==> config.mk <==
export PLATFORM = sky130hd
export DESIGN_NAME = piso_tx
export DESIGN_NICKNAME = d
export VERILOG_FILES = /design/src/rtl/piso_tx.sv
export SDC_FILE = /design/constraint.sdc
export NUM_CORES = 1
export LEC_CHECK = 0
export BUFFER_PORTS_ARGS = -buffer_cell sky130_fd_sc_hd__clkbuf_2
export CAP_MARGIN = 20
export CORE_AREA = 2 2 39 41
export DETAILED_ROUTE_END_ITERATION = 7
export DIE_AREA = 0 0 41 43
export GPL_TIMING_DRIVEN = 0
export SYNTH_ARGS = -nofsm -noshare
export SYNTH_HDL_FRONTEND = slang
export SYNTH_SLANG_ARGS = --single-unit
==> constraint.sdc <==
create_clock -name clk -period 1.8 [get_ports clk]
set_clock_uncertainty 0.15 [all_clocks]
set_input_delay 0.09 -clock clk [delete_from_list [all_inputs] [get_ports clk]]
set_output_delay 0.09 -clock clk [all_outputs]
set_load 0.01 [all_outputs]
==> src/rtl/piso_tx.sv <==
// piso_tx: parallel-in, serial-out word transmitter.
// Accepts an N-bit word on a valid/ready handshake and sends it LSB-first.
// Each bit is held for DIV clock cycles. A one-cycle sen strobe marks the
// last cycle of each bit period. A one-cycle frame_done pulse follows the
// final bit. sdo/sen drive a right-shifting, MSB-input SIPO stage directly.
module piso_tx #(
   parameter int N   = 4,
   parameter int DIV = 1
) (
   input  logic         clk,
   input  logic         rst,
   input  logic [N-1:0] din,
   input  logic         load_valid,
   output logic         load_ready,
   output logic         sdo,
   output logic         sen,
   output logic         frame_done,
   output logic         busy
);

   localparam int BW = (N > 1) ? $clog2(N) : 1;
   localparam int DW = (DIV > 1) ? $clog2(DIV) : 1;

   localparam logic [BW-1:0] BIT_LAST = BW'(N - 1);
   localparam logic [DW-1:0] DIV_LAST = DW'(DIV - 1);

   // With DIV=1, every bit period is a single strobed cycle.
   localparam logic SEN_FIRST = (DIV == 1);

   typedef enum logic [1:0] {
      IDLE  = 2'd0,
      SHIFT = 2'd1,
      LATCH = 2'd2
   } state_t;

   state_t          state, state_n;
   logic [N-1:0]    shreg, shreg_n;
   logic [BW-1:0]   bit_cnt, bit_cnt_n;
   logic [DW-1:0]   div_cnt, div_cnt_n;
   logic            sdo_n, sen_n, frame_done_n;
   logic            accept;

   assign load_ready = (state == IDLE) && !rst;
   assign busy       = (state != IDLE);
   assign accept     = load_valid && load_ready;

   // Next-state and next-output logic for the whole transmitter.
   always_comb begin
      // NOTE: every target gets a default first, so no path can infer a latch.
      state_n      = state;
      shreg_n      = shreg;
      bit_cnt_n    = bit_cnt;
      div_cnt_n    = div_cnt;
      sdo_n        = sdo;
      sen_n        = 1'b0;
      frame_done_n = 1'b0;

      case (state)
         IDLE: begin
            sdo_n = 1'b0;
            if (accept) begin
               state_n   = SHIFT;
               shreg_n   = din;
               bit_cnt_n = '0;
               div_cnt_n = '0;
               sdo_n     = din[0];
               sen_n     = SEN_FIRST;
            end
         end

         SHIFT: begin
            if (div_cnt == DIV_LAST) begin
               // Strobe cycle: the receiver captures sdo at this edge.
               if (bit_cnt == BIT_LAST) begin
                  state_n      = LATCH;
                  sdo_n        = 1'b0;
                  frame_done_n = 1'b1;
               end else begin
                  shreg_n   = shreg >> 1;
                  sdo_n     = shreg[1];
                  bit_cnt_n = bit_cnt + BW'(1);
                  div_cnt_n = '0;
                  sen_n     = SEN_FIRST;
               end
            end else begin
               // Look ahead one count so that sen is registered yet still
               // aligned with divider == DIV-1.
               div_cnt_n = div_cnt + DW'(1);
               sen_n     = ((div_cnt + DW'(1)) == DIV_LAST);
            end
         end

         LATCH: begin
            state_n = IDLE;
         end

         default: begin
            state_n = IDLE;
            sdo_n   = 1'b0;
         end
      endcase
   end

   // State and output registers. Reset is synchronous and aborts any frame.
   always_ff @(posedge clk) begin
      // NOTE: sequential state uses non-blocking assignments only, so every register samples pre-edge values.
      if (rst) begin
         state      <= IDLE;
         shreg      <= '0;
         bit_cnt    <= '0;
         div_cnt    <= '0;
         sdo        <= 1'b0;
         sen        <= 1'b0;
         frame_done <= 1'b0;
      end else begin
         state      <= state_n;
         shreg      <= shreg_n;
         bit_cnt    <= bit_cnt_n;
         div_cnt    <= div_cnt_n;
         sdo        <= sdo_n;
         sen        <= sen_n;
         frame_done <= frame_done_n;
      end
   end

endmodule

* Yosys cells after proc, flatten, opt, wreduce, memory -nomap -nowiden
Index checks and enable logic that the tools add are counted.
** Operators by class
- Eq/ne operators :: 7
- Add/subtract/negate cells :: 2
- Bitwise gates (word level) :: 3
- Multiplexer cells :: 24
- Order comparisons :: 0
- $mul :: 0
- Div/mod/pow operators :: 0
- Shift-type cells :: 0
- Reduce and logical (&&, ||, !) cells :: 11
** Operators with widths (count)
- 2-to-1 mux 2 bit :: 6
- 2-to-1 mux 4 bit :: 3
- 2-to-1 mux 1 bit :: 9
- != test 2 bit (second input constant) :: 4
- one-hot mux 2 bit (2 select lines) :: 2
- one-hot mux 4 bit (2 select lines) :: 1
- == test 2 bit (second input constant) :: 2
- one-hot mux 1 bit (2 select lines) :: 2
- AND reduction 2 bit :: 2
- AND reduction 4 bit :: 1
- nonzero test 2 bit :: 2
- NOT 1 bit :: 3
- one-hot mux 1 bit (3 select lines) :: 1
- AND reduction 3 bit :: 1
- OR reduction 3 bit :: 1
- adder 2 x 1 -> 2 bit (second input constant) :: 1
- == test 2 x 1 -> 1 bit (second input constant) :: 1
- logical AND 1 bit :: 2
- logical NOT 2 bit :: 1
- adder 1 bit (second input constant) :: 1
- logical NOT 1 bit :: 1
** Storage, ports and cells
- Output and inout bits :: 5
- Register bits after elaboration :: 12
- Memory bits (read-only) :: 0
- Memories :: 0
- Bits of input ports :: 7
- Bits in latches :: 0
- Memory bits (writable) :: 0
- Word-level logic and storage cells :: 54

* Logic depth before layout (Yosys ltp)
Gate-level depths: netlist (run 1).
- Depth in word-level cells :: 5
- Gate-level depth with buffers :: 4
- Depth with buffers taken out :: 4

* Worst setup path after synthesis (run 1)
No wires, ideal clock.
- Path type :: register to register
- From :: reg bit_cnt[0]
- To :: reg shreg[1]
- Arrival :: 1063 ps
- Cell stages (with the launch flop) :: 5
- Setup time :: 119 ps
- Buffers on the path :: 0
- Slack :: 468 ps
- Cells stage by stage :: dfxtp_1 -> ha_1 -> nand2b_1 -> a21oi_2 -> o221a_1
** On the way
- Longest elaborated chain between the ends :: 3
** RTL lines
- start, declared :: RTL line 38 : logic [BW-1:0] bit_cnt, bit_cnt_n;
- start signal, assigned :: RTL line 118 : bit_cnt <= bit_cnt_n;
- == test 2 bit :: RTL line 74 : if (bit_cnt == BIT_LAST) begin
- != test 2 bit (no line)
- AND reduction 4 bit (no line)
- end signal, assigned :: RTL line 117 : shreg <= shreg_n;
- end, declared :: RTL line 37 : logic [N-1:0] shreg, shreg_n;
Every way passes these cells.
A chain may end at the register's enable or synchronous reset.

* Worst setup path after layout (run 1)
- From :: reg state[1]
- To :: reg sdo
** On the way
- Longest elaborated chain between the ends :: 5
** RTL lines
- start, declared :: RTL line 36 : state_t state, state_n;
- start signal, assigned :: RTL line 116 : state <= state_n;
- logical NOT 2 bit :: RTL line 43, 58
- logical AND 1 bit :: RTL line 43 : assign load_ready = (state == IDLE) && !rst;
- logical AND 1 bit :: RTL line 45 : assign accept = load_valid && load_ready;
- 2-to-1 mux 1 bit :: RTL line 61 : if (accept) begin
- one-hot mux 1 bit (3 select lines) :: RTL line 58 : case (state)
- end signal, assigned :: RTL line 120 : sdo <= sdo_n;
- end, declared :: RTL line 15 : output logic sdo,
Parallel ways exist; a longest one is shown, timed or not.

==> key figures, run 1 <==
Finish
  – Final instance area: 603.1 um2
  – Post-Layout Cell Count: 85
  – Most common cell after layout, fill and taps aside: clkbuf_2
  – Share of post-route cells with drive strength above 1: 27.54%
  – Most frequent cells in the layout: clkbuf_2, dfxtp_1, a31oi_1
  – Number of nets in the layout: 78
  – Area Growth Syn to Fin: 33.52%
  – N_diodes: 0
  – Post-layout util: 43.58%

Setup path
  – FF-to-FF Start: state[1]
  – WP buf/inv: 1
  – CP Launch Type: flip-flop
  – R2r worst-path depth: 4
  – CP arrival: around 1.7 ns
  – Max FO, Critical Path: 5
  – Slowest-stage cell, CP: dlygate4sd3_1
  – Reg2reg setup slack: 0.12 ns
  – Critical path type: flip-flop to flip-flop
  – CP cell instances: nor2_1 -> nand3_1 -> dlygate4sd3_1 -> a31oi_1
  – Largest stage delay, worst path: 0.57 ns
  – RR Endpoint: sdo
  – Family with the most delay on the worst path: buffers and inverters
  – Crit end category: flip-flop
  – Critical Path RT: approximately 1.9 ns

Flow run
  – Number of max-cap violations: 0

Synth
  – Asr flop ratio synth: 0%
  – Register bit total from synthesis: 10
  – Main synth FF type: dfxtp_1
  – Netlist cell types: 22
  – Sequential-to-total area share from yosys stat: 44.32%
  – Avg Cell Area, Syn: around 9 um2
  – Synth area leader: dfxtp_1
  – Top post-synthesis cells by area: dfxtp_1, a31oi_1, o221a_1
  – EDFF count, synth: 0
  – Post-synth top area share: 44.32%
  – Net Count, Synth: 58
  – Cell Area, Synth: approximately 450 um2
  – Synth warnings: 0
  – Cell count after synthesis: 50

Floorplan
  – Die Y-Extent: approximately 43 um
  – # IOs: 12
  – Die area: 0.001763 mm2
  – Die width: around 40 um
  – FP Rows: 14
  – Core Footprint: between 0.001 and 0.0015 mm2
  – Initial core utilization: between 30% and 40%

Global route
  – Initial antenna violation count: 0
  – Largest net degree at the start of global routing: 11
  – First-pass GRT wire length: between 1500 and 2000 um
  – Grt total ovfl: 0
  – GRT Overall Usage: roughly 13%
  – Number of global-route vias before repair: 380

Clock network
  – Reg clk slew, reported paths: 0.07 ns
  – Worst skew pair latency: 0.27 ns
  – Root Buffer: clkbuf_4
  – CTS Buffer Depth: 2
  – Number of CTS-inserted buffers: 3
  – CTS tree: done
  – H-Tree Level Count: 1
  – Clk sink count: 10

Run status
  – Status: finished, final reports clean

Routing
  – Final ANT Viol Nets: 0
  – Vias post-DR: 427
  – First-pass DRT Iterations: 4
  – DR WL/cell: roughly 11 um
  – Via-to-Cell Ratio: 5.024
  – DRC errors left: 0
  – Routed WL: 950 um
  – Starting DRC count in detailed routing: 10

Pwr
  – Pwr Density: a little under 900 mW/mm2
  – VDD IR max: 296.9 uV
  – Total chip power: 0.0005230 W
  – Leak: ~0.26 nW

STA
  – Worst-Margin Slew: 0.4315 ns
  – Maximum clock rate: 0.5955 GHz
  – Final Max Slew Viols: 0
  – Final Cycle Share: a little over 90%
  – Unrepaired setup endpoints after global routing: no
  – Post-route minimum period: between 1.5 and 2 ns
  – Setup_tns: 0 ns
  – Relative slew slack: slightly above 70%
  – Setup violators final: 0
  – Final hold violation count: 0

Min path
  – Min-Delay Endpoint: shreg[2]
  – Hold path cells: 4
  – Hold_sp: din[2]
  – Hold Crit Class: input port to flip-flop

Placed design
  – Post-placement cell count: 77
  – Gpl congestion: 0.7591
  – Post-DP Area: 526.8 um2
  – I/O Buffers: 11
  – Post-DP HPWL: 657.2 um
==> power breakdown <==
part,internal [W],switching (W)
Clock,0.000123,0.0000822
Sequential,0.000235,0.00000859
Combinational,0.0000370,0.0000376
==> synth_stat cells, drive strengths merged (2+ instances only) <==
| cell | instances |
|---|---|
| nand3 | 4 |
| inv | 3 |
| nor2 | 4 |
| a211oi | 2 |
| nand2 | 3 |
| nand2b | 2 |
| a31oi | 5 |
| o221a | 2 |
| a21oi | 3 |
| o21ai | 2 |
| nor3 | 2 |
| buf | 2 |
| dfxtp | 10 |
==> layout make-up <==
type / count / area [um2]
buffer: 3 / 22.52
clock buffer: 4 / 36.28
fill: 147 / 780.7
inverter: 3 / 11.26
multi-input combinational: 34 / 217.7
sequential: 10 / 200.2
tap: 16 / 20.02
timing repair buffer: 15 / 95.09
==> per-stage QoR <==
stage          setup WS (ns)  hold slack (ns)
5_1_grt            0.0007999          0.02298
3_3_place_gp          0.3375           0.2148
6_report              0.1206         0.008998
3_5_place_dp          0.3393           0.2208
4_1_cts               0.1224         0.008314
2_1_floorplan         0.4679           0.1093
==> what timing repair did <==
item	in CTS	in global routing
hold buffers	4	0
setup endpoints to repair	0	0
buffers inserted	0	0
resized for setup	0	0
endpoints found under the hold margin	2	0
==> sequential cells by signal (all words and copies together) (netlist names) <==
| register | cells |
|---|---|
| state | 2 |
| bit_cnt | 2 |
| shreg | 3 |
| frame_done | 1 |
| sen | 1 |
| sdo | 1 |
==> metal layers <==
| layer | vias up | wire length, um | GRT usage, % |
|---|---|---|---|
| met5 | - | 0 | 0 |
| met4 | 0 | 17 | 10.00 |
| met3 | 2 | 26 | 3.141 |
| met1 | 194 | 468 | 17.74 |
| met2 | 10 | 438 | 16.25 |
| li1 | 221 | - | - |
==> cell families (layout without fill, tap and decap cells) <==
logic type	count (synthesis)	count (layout)	synth area share (%)
flip-flops	10	10	44.32
AND/OR/NAND/NOR	17	17	20.22
adder cells (fa/ha/maj)	1	1	2.770
AO/OA/AOI/OAI	16	16	25.21
buffers and inverters	6	25	7.479
==> worst reg2reg max path: cells and delay by family, from the launching register on <==
family,cells,cell delay [ns]
flip-flops,1,0.33
buffers and inverters,1,0.57
AO/OA/AOI/OAI,1,0.17
AND/OR/NAND/NOR,2,0.40
==> how the worst max path moves through the flow <==
| stage | from | end | slack, ns | cells after the start |
|---|---|---|---|---|
| finish | state[1] | sdo | 0.12 | 4 |
| detailed placement | bit_cnt[0] | shreg[1] | 0.34 | 4 |
| CTS | state[1] | shreg[1] | 0.12 | 4 |
| global placement | bit_cnt[0] | shreg[2] | 0.34 | 4 |
| floorplan | bit_cnt[0] | shreg[1] | 0.47 | 4 |
| global route | state[1] | sdo | 0.0008 | 4 |
(Power assumes the default switching activity.)
==> run 2: changes to the inputs <==
--- a/config.mk
+++ b/config.mk
@@ -5,11 +5,12 @@
 export SDC_FILE = /design/constraint.sdc
 export NUM_CORES = 1
 export LEC_CHECK = 0
-export BUFFER_PORTS_ARGS = -buffer_cell sky130_fd_sc_hd__clkbuf_2
+export ABC_AREA = 1
 export CAP_MARGIN = 20
 export CORE_AREA = 2 2 39 41
 export DETAILED_ROUTE_END_ITERATION = 7
 export DIE_AREA = 0 0 41 43
+export DONT_BUFFER_PORTS = 1
 export GPL_TIMING_DRIVEN = 0
 export SYNTH_ARGS = -nofsm -noshare
 export SYNTH_HDL_FRONTEND = slang
==> run 2 against run 1 <==
  * Critical path depth rose by 2
  * Final cell count rose by 3.5%
  * Largest cell class unchanged
  * Critical endpoint is now shreg[3]
  * Sequential share of layout area rose by 0.77 points
  * Critical path type unchanged
  * Global-route usage fell by 0.10 points
==> key figures, run 2 <==
Finish
  – Post-Layout Cell Count: 88 (+3.5%)
  – Share of post-route cells with drive strength above 1: 23.61% (-3.9 points)
  – N_diodes: 0 (unchanged)
  – Most frequent cells in the layout: nand2_1, dfxtp_1, nand4_1, dlygate4sd3_1
  – Fill count: 139 (-5.4%)
  – Max FFs per register: 3 (unchanged)
  – Multi-input logic area: 240.2 um2 (+10%)
  – Area Growth Syn to Fin: 26.74%
  – Top reg by flops: shreg
  – Register Area: 201.4 um2 (+0.62%)
  – Most common cell after layout, fill and taps aside: nand2_1
  – Number of nets in the layout: 81 (+3.8%)
  – Largest registers: shreg: 3 flops, bit_cnt: 2 flops, state: 2 flops

Global route
  – Grt total ovfl: 0 (unchanged)
  – GRT Overall Usage: 12.76% (-0.10 points)
  – Number of global-route vias before repair: 385 (+1.3%)
  – First-pass GRT wire length: 1518 um (-0.39%)
  – Largest net degree at the start of global routing: 10 (-1)
  – Initial antenna violation count: 0 (unchanged)

Setup path
  – CP arrival: 1.69 ns (-0.04 ns)
  – Max FO, Critical Path: 7 (+2)
  – Reg2reg setup slack: 0.18 ns (+0.06 ns)
  – RR Endpoint: shreg[3]
  – R2r worst-path depth: 6 (+2)
  – FF-to-FF Start: state[1]
  – Critical path type: flip-flop to flip-flop
  – CP endpoint: shreg[3]
  – Critical Path RT: 1.87 ns (+0.02 ns)
  – Critical Path Start: state[1]
  – Crit end category: flip-flop
  – CP Launch Type: flip-flop

Synth
  – Top post-synthesis cells by area: dfxtp_1, nand2_1, nand4_1
  – Most frequent cells after synthesis: nand2_1, dfxtp_1, nand4_1
  – EDFF count, synth: 0 (unchanged)
  – Sequential-to-total area share from yosys stat: 42.78% (-1.5 points)
  – Cell Area, Synth: 467.9 um2 (+3.6%)
  – Post-synth top area share: 42.78% (-1.5 points)
  – Cell count after synthesis: 62 (+24%)
  – Avg Cell Area, Syn: 7.548 um2 (-16%)
  – Synth area leader: dfxtp_1
  – Count leader, synth: nand2_1
  – Register bit total from synthesis: 10 (unchanged)
  – Synth warnings: 0 (unchanged)
  – Net Count, Synth: 70 (+21%)
  – Netlist cell types: 19 (-14%)
  – Main synth FF type: dfxtp_1
  – Asr flop ratio synth: 0% (unchanged)

Routing
  – Final ANT Viol Nets: 0 (unchanged)
  – Vias post-DR: 430 (+0.70%)
  – Routed WL: 1014 um (+6.7%)
  – Starting DRC count in detailed routing: 6 (-4)
  – DRC errors left: 0 (unchanged)
  – First-pass DRT Iterations: 4 (unchanged)
  – Via-to-Cell Ratio: 4.886 (-2.7%)
  – DR WL/cell: 11.52 um (+3.1%)

Clock network
  – CTS Buffer Depth: 2 (unchanged)
  – # Post-CTS Setup Buffers: 0 (unchanged)
  – H-Tree Level Count: 1 (unchanged)
  – Worst skew pair latency: 0.27 ns (about the same)
  – Root Buffer: clkbuf_4
  – Number of CTS-inserted buffers: 3 (unchanged)
  – Reg clk slew, reported paths: 0.07 ns (about the same)
  – Clk sink count: 10 (unchanged)
  – CTS tree: done

Floorplan
  – Initial core utilization: 33.82% (+1.2 points)
  – # IOs: 12 (unchanged)
  – Die width: 41 um (unchanged)
  – Core Footprint: 0.001384 mm2 (unchanged)
  – Die area: 0.001763 mm2 (unchanged)
  – FP Rows: 14 (unchanged)
  – Die Y-Extent: 43 um (unchanged)

STA
  – Setup_tns: 0 ns (unchanged)
  – Setup violators final: 0 (unchanged)
  – Relative slew slack: 84.37% (+13 points)
  – Final Cycle Share: 89.78% (-3.5 points)
  – Unrepaired setup endpoints after global routing: no
  – Final hold violation count: 0 (unchanged)
  – Maximum clock rate: 0.6188 GHz (+3.9%)
  – Final Max Slew Viols: 0 (unchanged)
  – Worst-Margin Slew: 0.2330 ns (-0.1985 ns)
  – Post-route minimum period: 1.616 ns (-0.06328 ns)

Pwr
  – Leak: 0.2602 nW (-1.6%)
  – Pwr Density: 873.5 mW/mm2 (+0.72%)
  – VDD IR max: 327.0 uV (+10%)

Run status
  – Status: finished, final reports clean

Min path
  – Hold Crit Class: input port to flip-flop

Placed design
  – I/O Buffers: 0 (-11)
  – Gpl congestion: 0.6950 (-8.4%)
  – Post-placement cell count: 78 (+1.3%)
  – Post-DP HPWL: 662.4 um (+0.79%)

Flow run
  – Number of max-cap violations: 0 (unchanged)
-- run 2: changes by cell type in the layout (fill, tap and decap cells not counted), moves of 2 or more --
cell	change
inv_2	+3
a211oi_1	-2
nand2b_1	-2
nand4_1	+6
nand2_1	+13
clkbuf_2	-11
nor2_1	-4
nor2_2	+3
nor2_4	+2
a31oi_1	-4
o221a_1	-2
dlygate4sd3_1	+2
a21oi_1	+2
-- run 2: timing repair --
item,in CTS,in global routing
resized for setup,0,4
hold buffers,6,0
endpoints found under the setup margin,0,1
hold endpoints to repair,9,0
-- run 2: layout make-up --
class | instances | share of cell area (%)
buffer | 1 | 0.8439
clock buffer | 4 | 6.118
inverter | 8 | 5.063
multi-input combinational | 43 | 40.51
sequential | 10 | 33.97
tap | 16 | 3.376
timing repair buffer | 6 | 10.13
-- run 2: metrics by stage --
stage | power, W | utilization [%] | setup WS, ns | hold slack (ns) | area (um2)
CTS | 0.0005213 | 42.22 | 0.03272 | 0.008296 | 584.3
global placement | 0.0003009 | 35.26 | 0.5862 | 0.1048 | 488.0
detailed placement | 0.0003023 | 35.26 | 0.5819 | 0.1093 | 488.0
floorplan | 0.0002912 | - | 0.6718 | 0.07877 | 467.9
global route | 0.0005372 | 42.86 | 0.04861 | 0.07723 | 593.1
finish | 0.0005180 | 42.86 | 0.1839 | 0.04255 | 593.1
-- run 2: worst min path at each step --
stage,startpoint,end,cells after the start
2_1_floorplan,load_valid,shreg[3],2
3_3_place_gp,load_valid,shreg[3],2
3_5_place_dp,load_valid,shreg[3],2
4_1_cts,load_valid,bit_cnt[0],5
5_1_grt,load_valid,bit_cnt[0],5
6_report,load_valid,bit_cnt[0],5
-- run 2: power breakdown --
group | internal [W] | total [W] | switching [W] | leakage (nW)
combinational | 0.0000271 | 0.0000685 | 0.0000414 | 0.157
sequential | 0.000233 | 0.000242 | 0.00000950 | 0.0822
clock | 0.000123 | 0.000207 | 0.0000840 | 0.0210
-- run 2: critical path: stages, from the launching register on --
cell,delay (ns)
dfxtp_2,0.38
nor2_2,0.14
inv_2,0.08
nor2_4,0.12
nand3_1,0.08
dlygate4sd3_1,0.56
nand2_1,0.06
-- run 2: logic make-up after synthesis --
family | share of synthesized area, %
AND/OR/NAND/NOR | 40.38
AO/OA/AOI/OAI | 6.684
buffers and inverters | 7.486
flip-flops | 42.78
adder cells (fa/ha/maj) | 2.673
-- run 2: per-layer routing --
layer  global-route usage (%)  share of wire [%]
met5                        0                  0
met4                    10.00                2.3
met3                    1.571                5.0
met2                    19.69                 46
met1                    14.84                 46
==> run 3: changes to the inputs <==
--- a/config.mk
+++ b/config.mk
@@ -6,12 +6,16 @@
 export NUM_CORES = 1
 export LEC_CHECK = 0
 export ABC_AREA = 1
-export CAP_MARGIN = 20
+export CAP_MARGIN = 10
+export CELL_PAD_IN_SITES_DETAIL_PLACEMENT = 0
+export CELL_PAD_IN_SITES_GLOBAL_PLACEMENT = 1
 export CORE_AREA = 2 2 39 41
 export DETAILED_ROUTE_END_ITERATION = 7
 export DIE_AREA = 0 0 41 43
 export DONT_BUFFER_PORTS = 1
 export GPL_TIMING_DRIVEN = 0
+export PLACE_DENSITY_LB_ADDON = 0.1
+export SETUP_SLACK_MARGIN = 0.4
 export SYNTH_ARGS = -nofsm -noshare
 export SYNTH_HDL_FRONTEND = slang
 export SYNTH_SLANG_ARGS = --single-unit
==> run 3 against run 2 <==
  * Combinational power shrank 3.6%
  * Hold slack lost 0.025 ns
  * Clock-buffer cell count shrank 1
  * Cell area shrank 3.6%
  * Critical path depth shrank 3
  * Critical endpoint is now load_ready
  * Highest routed layer unchanged
==> key figures, run 3 (synthesized netlist as in run 2, its figures left out) <==
Run status
  – Status: finished, final reports clean

Floorplan
  – Core Footprint: 0.001384 mm2 (unchanged)
  – Initial core utilization: 33.82% (unchanged)
  – Die area: 0.001763 mm2 (unchanged)
  – FP Rows: 14 (unchanged)
  – # IOs: 12 (unchanged)
  – Die width: 41 um (unchanged)
  – Die Y-Extent: 43 um (unchanged)

Clock network
  – Number of CTS-inserted buffers: 3 (unchanged)
  – Clk sink count: 10 (unchanged)
  – Worst skew pair latency: 0.26 ns (about the same)
  – Reg clk slew, reported paths: 0.06 ns (about the same)
  – Root Buffer: clkbuf_4
  – CTS tree: done
  – H-Tree Level Count: 1 (unchanged)
  – CTS Buffer Depth: 2 (unchanged)

Finish
  – Top reg by flops: shreg
  – N_diodes: 0 (unchanged)
  – Most common cell after layout, fill and taps aside: nand2_1
  – Area Growth Syn to Fin: 22.19%
  – Post-Layout Cell Count: 87 (-1.1%)
  – Most frequent cells in the layout: nand2_1, dfxtp_1, nand4_1, dlygate4sd3_1, inv_1
  – Share of post-route cells with drive strength above 1: 19.72% (-3.9 points)
  – Number of nets in the layout: 81 (unchanged)
  – Max FFs per register: 3 (unchanged)
  – Post-layout util: 41.32% (-1.5 points)
  – Fill count: 158 (+14%)
  – Largest registers: shreg: 3 flops, bit_cnt: 2 flops, state: 2 flops
  – Final instance area: 571.8 um2 (-3.6%)

Setup path
  – RR Endpoint: shreg[2]
  – Family with the most delay on the worst path: flip-flops
  – WP buf/inv: 1 (-1)
  – FF-to-FF Start: bit_cnt[0]
  – CP cell instances: nor2_1 -> inv_1 -> nor2_2
  – CP Launch Type: flip-flop
  – Reg2reg setup slack: 0.56 ns (+0.38 ns)
  – R2r worst-path depth: 5 (-1)
  – Crit end category: output port
  – Critical Path RT: 1.56 ns (-0.31 ns)
  – CP arrival: 1.05 ns (-0.64 ns)
  – Max FO, Critical Path: 7 (unchanged)
  – Largest stage delay, worst path: 0.37 ns (-0.19 ns)
  – Slowest-stage cell, CP: dfxtp_2
  – Critical path type: flip-flop to output port

Global route
  – Largest net degree at the start of global routing: 10 (unchanged)
  – Number of global-route vias before repair: 340 (-12%)
  – First-pass GRT wire length: 1421 um (-6.4%)
  – GRT Overall Usage: 12.40% (-0.36 points)
  – Grt total ovfl: 0 (unchanged)
  – Initial antenna violation count: 0 (unchanged)

Placed design
  – I/O Buffers: 0 (unchanged)
  – Post-DP HPWL: 683.3 um (+3.2%)
  – Pre-CTS setup slack: 0.5681 ns (-0.01382 ns)
  – Post-DP Area: 488.0 um2 (unchanged)
  – Post-placement cell count: 78 (unchanged)
  – Gpl congestion: 0.6637 (-4.5%)

STA
  – Final hold violation count: 0 (unchanged)
  – Relative slew slack: 83.38% (-0.99 points)
  – Final Cycle Share: 71.84% (-18 points)
  – Maximum clock rate: 0.7733 GHz (+25%)
  – Post-route minimum period: 1.293 ns (-0.3229 ns)
  – Setup ws final: 0.5068 ns (+0.3229 ns)
  – Setup_tns: 0 ns (unchanged)
  – Setup violators final: 0 (unchanged)
  – Worst-Margin Slew: 0.2477 ns (+0.01471 ns)
  – Unrepaired setup endpoints after global routing: no
  – Final Max Slew Viols: 0 (unchanged)

Pwr
  – Leak: 0.2554 nW (-1.8%)
  – VDD IR max: 461.6 uV (+41%)
  – Pwr Density: 799.3 mW/mm2 (-8.5%)

Routing
  – Starting DRC count in detailed routing: 5 (-1)
  – DR WL/cell: 11.05 um (-4.1%)
  – Vias post-DR: 429 (-0.23%)
  – Routed WL: 961 um (-5.2%)
  – DRC errors left: 0 (unchanged)
  – First-pass DRT Iterations: 4 (unchanged)
  – Final ANT Viol Nets: 0 (unchanged)
  – Via-to-Cell Ratio: 4.931 (+0.91%)

Min path
  – Hold_sp: load_valid
  – Min-Delay Endpoint: bit_cnt[0]
  – Hold path cells: 5 (unchanged)
  – Hold Crit Class: input port to flip-flop

Flow run
  – Number of max-cap violations: 0 (unchanged)
run 3: changes by cell type in the layout (fill, tap and decap cells not counted):
cell	previous run	this run
nor2_1	0	1
nor2_4	2	1
clkbuf_8	1	0
inv_2	3	2
inv_1	4	5
run 3: repair_timing:
item	4_1_cts	5_1_grt
hold endpoints to repair	9	0
gates resized for setup	0	1
setup endpoints to repair	0	1
hold buffers	6	0
buffers inserted	0	0
run 3: area by class of cell:
cell class | count | area, um2 | share of cell area, %
Buffer | 1 | 5.005 | 0.8753
Clock buffer | 3 | 22.52 | 3.939
Multi-Input combinational cell | 43 | 232.7 | 40.70
Sequential cell | 10 | 201.4 | 35.23
Timing Repair Buffer | 6 | 60.06 | 10.50
Inverter | 8 | 30.03 | 5.252
Tap cell | 16 | 20.02 | 3.501
run 3: per-layer routing:
metal | GRT usage (%) | vias to the layer above | routed length [um]
met3 | 1.571 | 5 | 61
met4 | 12.00 | 0 | 31
met5 | 0 | - | 0
met1 | 16.94 | 184 | 460
li1 | - | 227 | -
met2 | 15.63 | 13 | 407
run 3: worst reg2reg max path: stages (launching register included):
cell	delay, ns
dfxtp_1	0.33
ha_1	0.21
inv_1	0.17
nand2_4	0.11
nand4_1	0.10
nand2_1	0.06
run 3: worst max-delay path by stage:
stage / startpoint / end / cells after the start
3_3_place_gp: bit_cnt[0] / shreg[1] / 6
3_5_place_dp: state[1] / shreg[3] / 5
6_report: state[1] / load_ready / 3
4_1_cts: state[1] / load_ready / 3
5_1_grt: rst / shreg[2] / 5
2_1_floorplan: bit_cnt[0] / shreg[1] / 5
run 3: per-stage QoR:
stage,total power [W],hold WS (ns)
floorplan,0.0002912,0.07877
global placement,0.0003037,0.1227
detailed placement,0.0003027,0.1255
CTS,0.0004582,0.02062
global route,0.0004781,0.06950
finish,0.0004570,0.01745
run 3: report_power, final:
| part | total [W] | switching (W) | leakage (nW) | internal (W) |
|---|---|---|---|---|
| Clock | 0.000149 | 0.0000716 | 0.0138 | 0.0000770 |
| Combinational | 0.0000660 | 0.0000397 | 0.159 | 0.0000263 |
| Sequential | 0.000242 | 0.00000922 | 0.0822 | 0.000233 |
| Total | 0.000457 | 0.000121 | 0.255 | 0.000337 |
